## src/rtl/seg7_scan_monitor_if.sv

```systemverilog
// Display-bus bundle for the 7-segment scan monitor.
// Carries the observed digit enables / segment lines and the recovered codes,
// error flags and frame-complete pulse. The driver side uses master, the monitor uses slave.
interface seg7_scan_monitor_if #(
    parameter int N_DIG = 4
);
    logic [N_DIG-1:0]   i_an;   // digit enables, active-low
    logic [6:0]         i_seg;  // segments, active-low, bit0 = a .. bit6 = g
    logic [4*N_DIG-1:0] o_dat;  // recovered codes, digit i at [4i+3:4i]
    logic [N_DIG-1:0]   o_err;  // last capture for digit i was not a table pattern
    logic               o_vld;  // one-cycle frame-complete pulse

    modport master (
        output i_an,
        output i_seg,
        input  o_dat,
        input  o_err,
        input  o_vld
    );

    modport slave (
        input  i_an,
        input  i_seg,
        output o_dat,
        output o_err,
        output o_vld
    );
endinterface

```

## src/rtl/seg7_scan_monitor.sv

```systemverilog
// Recovers 4-bit codes from a multiplexed active-low 7-segment bus and flags unknown patterns.
// Latency: capture lands STABLE+1 edges after the first edge that samples a constant input.
// Backpressure: none; passive observer, outputs are registered and never stall the bus.
//
// Ports: i_clk, i_rst (synchronous, active-high); bus.i_an / bus.i_seg observed,
//        bus.o_dat / bus.o_err / bus.o_vld produced.
module seg7_scan_monitor #(
    parameter int N_DIG  = 4,
    parameter int STABLE = 3
) (
    input  logic                  i_clk,
    input  logic                  i_rst,
    seg7_scan_monitor_if.slave    bus
);

    localparam logic [3:0] RUN_MAX = 4'(STABLE);
    localparam logic [3:0] RUN_CAP = 4'(STABLE - 1);

    // Synchroniser stages and the previous synchronised sample.
    logic [N_DIG-1:0]   s1_an,  s2_an,  p2_an;
    logic [6:0]         s1_seg, s2_seg, p2_seg;

    logic [3:0]         run;
    logic [N_DIG-1:0]   seen;
    logic [4*N_DIG-1:0] dat_q;
    logic [N_DIG-1:0]   err_q;
    logic               vld_q;

    logic               sample_ok;
    logic               same;
    logic               capture;
    logic [4:0]         dec;
    logic [N_DIG-1:0]   seen_upd;
    logic               frame_done;

    // Returns {hit, code}; hit is 0 for patterns outside the table.
    function automatic logic [4:0] decode(input logic [6:0] seg);
        logic [4:0] r;
        r = 5'b0_0000;
        case (seg)
            7'b1000000: r = {1'b1, 4'h0};
            7'b1111001: r = {1'b1, 4'h1};
            7'b0100100: r = {1'b1, 4'h2};
            7'b0110000: r = {1'b1, 4'h3};
            7'b0011001: r = {1'b1, 4'h4};
            7'b0010010: r = {1'b1, 4'h5};
            7'b0000010: r = {1'b1, 4'h6};
            7'b1111000: r = {1'b1, 4'h7};
            7'b0000000: r = {1'b1, 4'h8};
            7'b0011000: r = {1'b1, 4'h9};
            7'b1111111: r = {1'b1, 4'hA};  // blank digit
            7'b0000011: r = {1'b1, 4'hB};
            7'b1000110: r = {1'b1, 4'hC};
            7'b0100001: r = {1'b1, 4'hD};
            7'b0000110: r = {1'b1, 4'hE};
            7'b0001110: r = {1'b1, 4'hF};
            default:    r = 5'b0_0000;
        endcase
        return r;
    endfunction

    always_comb begin
        // Exactly one enable low means a digit is being driven; anything else is idle.
        sample_ok = $onehot(~s2_an);
        same      = (s2_an == p2_an) && (s2_seg == p2_seg);
        // Fires only on the STABLE-1 -> STABLE step, so a long window captures once.
        capture   = sample_ok && same && (run == RUN_CAP);
        dec       = decode(s2_seg);
        seen_upd  = seen;
        for (int i = 0; i < N_DIG; i++) begin
            if (!s2_an[i]) begin
                seen_upd[i] = 1'b1;
            end
        end
        frame_done = capture && (&seen_upd);
    end

    always_ff @(posedge i_clk) begin
        if (i_rst) begin
            s1_an  <= '1;
            s1_seg <= '1;
            s2_an  <= '1;
            s2_seg <= '1;
            p2_an  <= '1;
            p2_seg <= '1;
            run    <= '0;
            seen   <= '0;
            dat_q  <= '0;
            err_q  <= '0;
            vld_q  <= 1'b0;
        end else begin
            s1_an  <= bus.i_an;
            s1_seg <= bus.i_seg;
            s2_an  <= s1_an;
            s2_seg <= s1_seg;
            p2_an  <= s2_an;
            p2_seg <= s2_seg;

            if (!sample_ok) begin
                run <= '0;
            end else if (same) begin
                if (run != RUN_MAX) begin
                    run <= run + 4'd1;
                end
            end else begin
                run <= 4'd1;
            end

            vld_q <= frame_done;

            if (capture) begin
                for (int i = 0; i < N_DIG; i++) begin
                    if (!s2_an[i]) begin
                        // A miss keeps the last good code and only raises the flag.
                        if (dec[4]) begin
                            dat_q[4*i +: 4] <= dec[3:0];
                        end
                        err_q[i] <= ~dec[4];
                    end
                end
                seen <= frame_done ? '0 : seen_upd;
            end
        end
    end

    assign bus.o_dat = dat_q;
    assign bus.o_err = err_q;
    assign bus.o_vld = vld_q;

endmodule

```

## src/flat_wrapper.sv

```systemverilog
// flat-port wrapper written by rule: the top's interface ports become plain ports
module seg7_scan_monitor_flat 
#(
    parameter int N_DIG  = 4,
    parameter int STABLE = 3
)
  (i_clk, i_rst, bus_i_an, bus_i_seg, bus_o_dat, bus_o_err, bus_o_vld);
  seg7_scan_monitor_if #(.N_DIG(N_DIG)) bus_i ();
  input  logic i_clk;
  input  logic i_rst;
  input wire logic [$bits(bus_i.i_an)-1:0] bus_i_an;
  input wire logic [$bits(bus_i.i_seg)-1:0] bus_i_seg;
  output wire logic [$bits(bus_i.o_dat)-1:0] bus_o_dat;
  output wire logic [$bits(bus_i.o_err)-1:0] bus_o_err;
  output wire logic [$bits(bus_i.o_vld)-1:0] bus_o_vld;
  assign bus_i.i_an = bus_i_an;
  assign bus_i.i_seg = bus_i_seg;
  assign bus_o_dat = bus_i.o_dat;
  assign bus_o_err = bus_i.o_err;
  assign bus_o_vld = bus_i.o_vld;
  seg7_scan_monitor #(.N_DIG(N_DIG), .STABLE(STABLE)) u_core (.i_clk(i_clk), .i_rst(i_rst), .bus(bus_i));
endmodule
```

## config.mk

```make
export PLATFORM = sky130hd
export DESIGN_NAME = seg7_scan_monitor_flat
export DESIGN_NICKNAME = d
export VERILOG_FILES = /design/src/rtl/seg7_scan_monitor_if.sv /design/src/rtl/seg7_scan_monitor.sv /design/src/flat_wrapper.sv
export SDC_FILE = /design/constraint.sdc
export NUM_CORES = 1
export LEC_CHECK = 0
export CORE_UTILIZATION = 25
export DETAILED_ROUTE_END_ITERATION = 16
export GPL_TIMING_DRIVEN = 0
export SLEW_MARGIN = 5
export SYNTH_ARGS = -nofsm -noshare
export SYNTH_HDL_FRONTEND = slang
export SYNTH_SLANG_ARGS = --single-unit
```

## constraint.sdc

```tcl
create_clock -name i_clk -period 4.3 [get_ports i_clk]
set_clock_uncertainty 0.05 [all_clocks]
set_input_delay 0.645 -clock i_clk [delete_from_list [all_inputs] [get_ports i_clk]]
set_output_delay 0.645 -clock i_clk [all_outputs]
set_load 0.01 [all_outputs]
```

## After elaboration in Yosys (flattened, before gate mapping)

Cells that the tools add are included.

- Flip-flop bits (word level): 62
- Bits of input ports: 13
- Output and inout port bits: 21
- Word-level logic and storage cells: 75

- Add/subtract/negate cells: 4
- Equality and inequality tests: 21
- Multiplexer cells: 8
- Bitwise gates (word level): 8
- Reduce and logical (&&, ||, !) cells: 16

Operators by type and width:

| operator | number |
|---|---|
| 5-bit case mux with 16 select lines | 1 |
| 7-bit == test, second input constant | 5 |
| 7-bit by 5-bit == test with 1-bit output, second input constant | 3 |
| 7-bit by 6-bit == test with 1-bit output, second input constant | 3 |
| 7-bit by 2-bit == test with 1-bit output, second input constant | 2 |
| 3-bit AND reduction | 4 |
| 2-bit AND reduction | 4 |
| 7-bit by 3-bit == test with 1-bit output, second input constant | 1 |
| 7-bit by 4-bit == test with 1-bit output, second input constant | 1 |
| 7-bit == test | 1 |
| 7-bit logical NOT | 1 |
| 1-bit inverter | 7 |
| 1-bit two-way mux | 6 |
| 1-bit by 1-bit adder with 2-bit output | 2 |
| 4-bit by 1-bit adder with 4-bit output, second input constant | 1 |
| 4-bit by 2-bit == test with 1-bit output, second input constant | 1 |
| 4-bit == test | 1 |
| 1-bit logical AND | 4 |
| 4-bit two-way mux | 1 |
| 4-bit by 2-bit != test with 1-bit output, second input constant | 1 |
| 4-bit inverter | 1 |
| 4-bit AND reduction | 1 |
| 3-bit adder | 1 |
| 3-bit by 1-bit == test with 1-bit output, second input constant | 1 |
| 3 further kinds | 3 |

## Longest topological paths before layout

Gate-level depths: netlist (run 1).

- Depth in word-level cells: 8
- Depth in mapped cells: 10
- Depth with buffers taken out: 9

## Worst setup path before layout (run 1)

No wires, ideal clock.

- Path type: register -> register
- Start point: register u_core.s2_an[0]
- End point: register u_core.dat_q[15] (netlist: u_core.bus.o_dat[15])
- Library setup time: 117 ps
- Arrival: 2833 ps
- Data required time: 4133 ps
- Setup slack: 1300 ps
- Stages on the path, launching flop included: 11
- Path buffers: 1
- Period minus slack after synthesis: 3000 ps
- Cells stage by stage: dfxtp_1 -> inv_1 -> ha_1 -> ha_1 -> fa_1 -> or3b_1 -> clkbuf_1 -> or3_1 -> nor4_2 -> o31ai_2 -> a32o_1

- Word-level cells in the longest chain between the ends: 7
- Elaborated cells between the ends (all ways): 9
- Classes of those cells: add/sub: 2; eq/ne: 2; bitwise: 1; reduce/logical: 4

RTL lines:

| item | RTL line | source |
|---|---|---|
| start, declared | seg7_scan_monitor.sv:20 | `logic [N_DIG-1:0] s1_an, s2_an, p2_an;` |
| start signal, assigned | seg7_scan_monitor.sv:94 | `s2_an <= s1_an;` |
| 4-bit inverter | seg7_scan_monitor.sv:64 | `sample_ok = $onehot(~s2_an);` |
| 1-bit by 1-bit adder with 2-bit output (implied by the code) | seg7_scan_monitor.sv:64 |  |
| 3-bit adder (implied by the code) | seg7_scan_monitor.sv:64 |  |
| 3-bit by 1-bit == test with 1-bit output | seg7_scan_monitor.sv:64 |  |
| 1-bit logical AND (*) (2 in series) | seg7_scan_monitor.sv:67 | `capture = sample_ok && same && (run == RUN_CAP);` |
| 3-bit AND reduction (no source line) (*) | -- |  |
| end signal, assigned by index | seg7_scan_monitor.sv:116 | `dat_q[4*i +: 4] <= dec[3:0];` |
| end, declared | seg7_scan_monitor.sv:25 | `logic [4*N_DIG-1:0] dat_q;` |

Mark *: on every way between the ends. The rest lies on a longest branch, timed or not.
A chain may end at the register's enable or synchronous reset.

## Worst setup path after layout (run 1)

- Start point: register u_core.s2_an[3]
- End point: register u_core.err_q[2] (netlist: u_core.bus.o_err[2])

- Word-level cells in the longest chain between the ends: 7
- Elaborated cells between the ends (all ways): 9
- Classes of those cells: add/sub: 2; eq/ne: 2; bitwise: 1; reduce/logical: 4

RTL lines:

| item | RTL line | source |
|---|---|---|
| 4-bit inverter | seg7_scan_monitor.sv:64 |  |
| 1-bit by 1-bit adder with 2-bit output (implied by the code) | seg7_scan_monitor.sv:64 |  |
| 3-bit adder (implied by the code) | seg7_scan_monitor.sv:64 |  |
| 3-bit by 1-bit == test with 1-bit output | seg7_scan_monitor.sv:64 |  |
| 1-bit logical AND (*) (2 in series) | seg7_scan_monitor.sv:67 |  |
| 2-bit AND reduction (no source line) (*) | -- |  |
| end signal, assigned by index | seg7_scan_monitor.sv:118 | `err_q[i] <= ~dec[4];` |
| end, declared | seg7_scan_monitor.sv:26 | `logic [N_DIG-1:0] err_q;` |

Marked as above.

==> metrics.md, run 1 <==
| Metric | Value |
|---|---|
| Run status | completed |
| Initial antenna violation count | 0 |
| Setup slack at placement | just over 0.9 ns |
| Via Count | 2166 |
| Die Y | 107 um |
| CTS tree | done |
| Rows | 38 |
| Leakage | 1.22 nW |
| Register area share after synthesis | 44.7% |
| Mean area per synthesized cell | slightly below 10 sq um |
| Clk buf depth | 2 |
| Setup TNS Final | 0 ns |
| PwrDens | between 300 and 400 nW/um^2 |
| Ports | 34 |
| Ys Warns | 0 |
| H-tree depth | 3 |
| RSZ-0062 raised after global routing | no |
| Total die area | around 12000 sq um |
| Fin. max-slew vios | 0 |
| Mapped cell area | approximately 2800 sq um |
| Transition time of the tightest slew-check pin | approximately 0.70 ns |
| Leading area contributor after synthesis | dfxtp_1 |
| Endpoints failing hold | 0 |
| Total grt overflow | 0 |
| Clk slew on worst S/H paths | 0.07 ns |
| Core area | between 10000 and 15000 sq um |
| Gpl congestion | about 0.85 |
| Diodes inserted | 0 |
| Final #Nets | between 300 and 400 |
| Hold slack | ~0.35 ns |
| Area growth, synth to finish | 26.1% |
| Post-synth ARST share | 0% |
| Vias in the first global route | 2072 |
| First-pass GRT wire length | slightly above 10000 um |
| Required @ worst endpoint | between 4 and 5 ns |
| DRC Markers | 0 |
| Arrival @ worst endpoint | between 3 and 4 ns |
| PortBufs | 33 |
| Setup Buffers After CTS | 0 |
| Syn nets | approximately 310 |
| DRT iter0 DRCs | 73 |
| Register bit total from synthesis | 62 |
| Worst-Skew Late Latency | 0.33 ns |
| Post-Synthesis Cells | approximately 290 |
| Fmax | 0.297 GHz |
| GRT Util Overall | 11.6% |
| Crit Reg-Reg Startpoint | u_core.s2_an[3] |
| Vias per inst | 4.56 |
| Hold path depth | 1 |
| Synth Flop Type | dfxtp_1 |
| R2r endpoint | u_core.bus.o_err[2] |
| Die X | approximately 110 um |
| Root Driver | clkbuf_8 |
| Post-synth top area share | about 45% |
| Number of synthesized flops with an enable pin | 0 |
| CP Max Fanout | 7 |
| Endpoint class of the critical path | flip-flop |
| Clk sinks | 62 |
| Worst setup margin | roughly 0.9 ns |
| Resize count post-CTS | 0 |
| Layout cells sized above 1 | 20.6% |
| R2r setup slk | about 0.93 ns |
| Start-to-end type of the worst setup path | flip-flop to flip-flop |
| Period utilisation layout | around four fifths |
| Reported max-cap violation count | 0 |
| Number of buffers created by CTS | 9 |
| Final total power | 1.26 mW |
| Hold endpoint | u_core.s2_seg[2] |
| Minimum clock period after layout | 3.37 ns |
| Synth top area cells | dfxtp_1 45%, or2_2 6.5%, xnor2_1 4.1%, nand2_1 3.8%, mux2i_1 3.6% |
| Hold_sp | u_core.s1_seg[2] |
| # hold bufs at CTS | 0 |
| Slew HR | 53.0% |
| Drt pass-1 iters | 4 |
| Largest net degree at the start of global routing | 13 |
| Hpwl dp | 4650 um |
| Hold Crit Class | flip-flop to flip-flop |
| Final ANT Viol Nets | 0 |
| Wirelength per Cell | approximately 13 um |
| Yosys cell types | 54 |
| Post-Route WL | 6320 um |
| Initial Utilization | between 20% and 30% |
| Worst vdd ir | around 210 uV |
| # setup viols final | 0 |
| Worst Reg-to-Reg Cells | 10 |
| CP Launch Type | flip-flop |
==> synthesized netlist by cell type (5+ instances only) <==
library cell / count
buf_2: 7
clkbuf_1: 7
mux2i_1: 10
dfxtp_1: 62
nor2_1: 11
o22ai_1: 6
inv_1: 12
nor3_1: 6
nand2_1: 28
nand4_1: 7
a21oi_1: 8
ha_1: 5
xnor2_1: 13
or2_2: 29
nand3_1: 6
==> where the power goes <==
group	switching (mW)	internal, mW	total (mW)
Sequential	0.00680	0.587	0.594
Combinational	0.0590	0.0463	0.105
Clock	0.233	0.327	0.560
Total	0.299	0.960	1.26
==> cells by family after synthesis <==
kind of cell	count (synthesis)	share of synthesized area (%)
fa+ha+maj	6	2.97
xor+xnor	16	5.05
mux	11	4.01
compound gates	45	13.9
buf+inv	29	5.05
flops	62	44.7
simple gates	117	24.3
==> worst max-delay path, stage by stage, from the launching register on <==
cell and delay (ns):
dfxtp_1 0.43, inv_1 0.11, ha_1 0.29, ha_1 0.19, fa_1 0.43, or3b_1 0.38
clkbuf_1 0.18, nor3_1 0.19, nand4_1 0.33, or4_1 0.55, a21oi_1 0.16
==> worst max-delay path by stage <==
stage | start | to | slack, ns | cells past startpoint
2_1_floorplan | u_core.s2_an[0] | u_core.bus.o_dat[15] | 1.30 | 10
3_3_place_gp | u_core.s2_an[3] | u_core.bus.o_err[2] | 0.95 | 10
3_5_place_dp | u_core.s2_an[3] | u_core.bus.o_err[2] | 0.91 | 10
4_1_cts | u_core.s2_an[3] | u_core.bus.o_err[2] | 0.90 | 10
5_1_grt | u_core.s2_an[3] | u_core.bus.o_err[2] | 0.81 | 10
6_report | u_core.s2_an[3] | u_core.bus.o_err[2] | 0.93 | 10
==> placed cells by master, fill, tap and decap left out, types with 3 or more instances in the layout <==
cell type / instances
dfxtp_1: 62
clkdlybuf4s50_1: 33
or2_2: 29
nand2_1: 28
xnor2_1: 13
inv_1: 12
nor2_1: 11
mux2i_1: 10
clkbuf_8: 9
a21oi_1: 8
buf_2: 7
clkbuf_1: 7
nand4_1: 7
nand3_1: 6
nor3_1: 6
o22ai_1: 6
ha_1: 5
or3_1: 4
or4_1: 4
o21ai_0: 4
a21boi_0: 4
buf_6: 3
nor4_2: 3
xor2_1: 3
o32ai_1: 3
nor3b_1: 3
clkinvlp_4: 3
==> layout make-up <==
type	count	area [sq um]
clock buffers	9	124
flip-flops and latches	62	1240
clock inverters	7	96.3
plain buffers	17	95.1
inverters	12	45.0
multi-input cells	195	1400
repair buffers	33	330
well taps	140	175
fillers	1172	7340
==> metrics by stage <==
stage | util, % | cell area (sq um) | std cells
floorplan | - | 2780 | 286
global placement | 30.3 | 3280 | 459
detailed placement | 30.3 | 3280 | 459
CTS | 32.3 | 3500 | 475
global route | 32.3 | 3500 | 475
finish | 32.3 | 3500 | 475
==> state kept, by name (all words and copies together), names as in the netlist, 4 cells and up <==
register / cells
u_core.p2_seg: 7
u_core.bus.o_err: 4
u_core.s1_seg: 7
u_core.s2_an: 4
u_core.s2_seg: 7
u_core.bus.o_dat: 16
u_core.p2_an: 4
u_core.s1_an: 4
u_core.seen: 4
u_core.run: 4
==> layer usage <==
layer	wire (um)	vias to the layer above	global-route usage (%)
met5	0	-	0
met4	46	0	5.09
met3	203	4	2.60
met2	3020	36	18.8
met1	3050	1034	14.6
li1	-	1092	-
(Power assumes the default switching activity.)
==> inputs of run 2 (changes only) <==
==> constraint.sdc (replaced) <==
create_clock -name i_clk -period 2.95 [get_ports i_clk]
set_clock_uncertainty 0.05 [all_clocks]
set_input_delay 0.4425 -clock i_clk [delete_from_list [all_inputs] [get_ports i_clk]]
set_output_delay 0.4425 -clock i_clk [all_outputs]
set_load 0.01 [all_outputs]
==> run 2 against run 1 <==
Final area up 3.0%. Core utilization up 0.96 points. Sequential share of layout area down 0.74 points. Combinational power up 54%. Via count up 2.2%. Count of clock-buffer cells in the layout up 3. Highest routed layer unchanged. Register-to-register slack worse by 0.84 ns. Total power up 42%. Final cell count up 0.84%. Critical endpoint is now u_core.bus.o_dat[15]. Flip-flop and latch count unchanged. Largest power group unchanged. First-iteration DRC count up 19%.
==> metrics.md, run 2 (synthesized netlist as in run 1, its figures left out) <==
| Metric | Value |
|---|---|
| DRT iter0 DRCs | 87 (was 73) |
| Worst vdd ir | 274 uV (was 208 uV) |
| Final ANT Viol Nets | 0 (unchanged) |
| Layout cells sized above 1 | 25.7% (was 20.6%) |
| Vias per inst | 4.62 (was 4.56) |
| # setup viols final | 0 (unchanged) |
| Total grt overflow | 0 (unchanged) |
| Drt pass-1 iters | 4 (unchanged) |
| Leakage | 1.23 nW (was 1.22 nW) |
| Total die area | 11500 sq um (unchanged) |
| # hold bufs at CTS | 0 (unchanged) |
| Critical Path Start | u_core.s2_an[0] (was u_core.s2_an[3]) |
| Via Count | 2213 (was 2166) |
| Initial Utilization | 25.6% (unchanged) |
| PortBufs | 33 (unchanged) |
| First-pass GRT wire length | 10700 um (was 10200 um) |
| Period utilisation layout | 97.2% (was 78.4%) |
| Commonest non-fill, non-tap cell in the layout | dfxtp_1 (unchanged) |
| Endpoint class of the critical path | flip-flop (unchanged) |
| Fin util | 33.3% (was 32.3%) |
| Hold slack | 0.357 ns (was 0.348 ns) |
| Rows | 38 (unchanged) |
| CP Max Fanout | 7 (unchanged) |
| Clk buf depth | 2 (unchanged) |
| Reported max-cap violation count | 0 (unchanged) |
| Hold_sp | u_core.s1_seg[2] (unchanged) |
| Hpwl dp | 4620 um (was 4650 um) |
| RSZ-0062 raised after global routing | yes (was no) |
| CTS tree | done (unchanged) |
| Vias in the first global route | 2101 (was 2072) |
| Setup TNS Final | 0 ns (unchanged) |
| Final #Nets | 354 (was 349) |
| DRC Markers | 0 (unchanged) |
| Transition time of the tightest slew-check pin | 0.759 ns (was 0.697 ns) |
| Worst-Skew Late Latency | 0.33 ns (about the same) |
| Start-to-end type of the worst setup path | flip-flop to flip-flop (unchanged) |
| Clk slew on worst S/H paths | 0.06 ns (was 0.07 ns) |
| Ports | 34 (unchanged) |
| GRT Util Overall | 12.2% (was 11.6%) |
| Clk sinks | 62 (unchanged) |
| Number of buffers created by CTS | 9 (unchanged) |
| Root Driver | clkbuf_8 (unchanged) |
| Minimum clock period after layout | 2.87 ns (was 3.37 ns) |
| CP Launch Type | flip-flop (unchanged) |
| Die X | 107 um (unchanged) |
| Crit Reg-Reg Startpoint | u_core.s2_an[0] (was u_core.s2_an[3]) |
| Fmax | 0.349 GHz (was 0.297 GHz) |
| Core area | 10800 sq um (unchanged) |
| Hold Crit Class | flip-flop to flip-flop (unchanged) |
| H-tree depth | 3 (unchanged) |
| Diodes inserted | 0 (unchanged) |
| Required @ worst endpoint | 3.12 ns (was 4.52 ns) |
| Die Y | 107 um (unchanged) |
| Wirelength per Cell | 13.4 um (was 13.3 um) |
| Fin. max-slew vios | 0 (unchanged) |
| Endpoints failing hold | 0 (unchanged) |
| Largest register FFs | 16 (unchanged) |
| PwrDens | 496 nW/um^2 (was 360 nW/um^2) |
| Gpl congestion | 0.819 (was 0.850) |
| Most frequent cells in the layout | 58 x dfxtp_1, 33 x clkdlybuf4s50_1, 29 x or2_2, 28 x nand2_1, 13 x xnor2_1 (was 62 x dfxtp_1, 33 x clkdlybuf4s50_1, 29 x or2_2, 28 x nand2_1, 13 x xnor2_1) |
| Initial antenna violation count | 0 (unchanged) |
| Area growth, synth to finish | 29.9% (was 26.1%) |
| Post-Route WL | 6400 um (was 6320 um) |
| Slew HR | 48.9% (was 53.0%) |
| Largest net degree at the start of global routing | 11 (was 13) |
| Arrival @ worst endpoint | 3.04 ns (was 3.59 ns) |
| Run status | completed (unchanged) |
==> run 2: cell types whose count changed in the layout (fill, tap and decap cells not counted), moves of 2 or more <==
cell / previous run / this run
buf_4: 0 / 6
inv_2: 0 / 3
ha_4: 0 / 3
inv_1: 12 / 8
dfxtp_4: 0 / 2
dfxtp_2: 0 / 2
ha_1: 5 / 2
clkbuf_8: 9 / 12
clkinvlp_4: 3 / 1
dfxtp_1: 62 / 58
==> run 2: per-layer routing <==
metal	share of wire, %	track usage (%)
met1	50	16.1
met2	45	18.9
met3	3.6	3.15
met4	1.6	4.70
met5	0	0
==> run 2: timing repair <==
action,in CTS,in global routing
resized for setup,2,3
setup endpoints to repair,14,7
pin swaps,3,2
setup buffers,4,2
cloned,0,0
==> run 2: critical path, stage by stage, from the launching register on <==
cell     delay (ns)
dfxtp_4        0.38
inv_4          0.05
ha_4           0.23
ha_4           0.15
fa_1           0.42
or3b_4         0.42
or3_4          0.42
nor4_4         0.22
o31ai_4        0.17
a32o_1         0.24
==> run 2: worst paths after layout <==
path | end | slack [ns] | depth (start not counted)
setup / recovery | u_core.bus.o_dat[15] | 0.08 | 9
hold reg to reg | u_core.s2_seg[2] | 0.36 | 1
setup reg to reg | u_core.bus.o_dat[15] | 0.08 | 9
hold / removal | u_core.s2_seg[2] | 0.36 | 1
==> run 2: report_power, final <==
| part | leakage [nW] | internal, mW | switching, mW |
|---|---|---|---|
| sequential | 0.506 | 0.856 | 0.0104 |
| clock | 0.104 | 0.453 | 0.307 |
| combinational | 0.623 | 0.0727 | 0.0893 |
==> run 2: layout make-up <==
cell class | count | area [sq um]
sequential | 62 | 1250
clock buffer | 12 | 165
inverter | 12 | 47.5
multi-input combinational | 195 | 1460
buffer | 16 | 91.3
clock inverter | 3 | 42.5
timing repair buffer | 39 | 375
fill | 1147 | 7230
tap | 140 | 175
==> run 2: metrics by stage <==
step	setup slack, ns	std cells	power [mW]	instance area, sq um
4_1_cts	0.0277	477	1.81	3590
3_3_place_gp	-0.207	459	1.04	3350
6_report	0.0837	479	1.79	3610
2_1_floorplan	0.00280	286	1.00	2840
3_5_place_dp	-0.221	459	1.05	3350
5_1_grt	-0.0223	479	1.87	3610
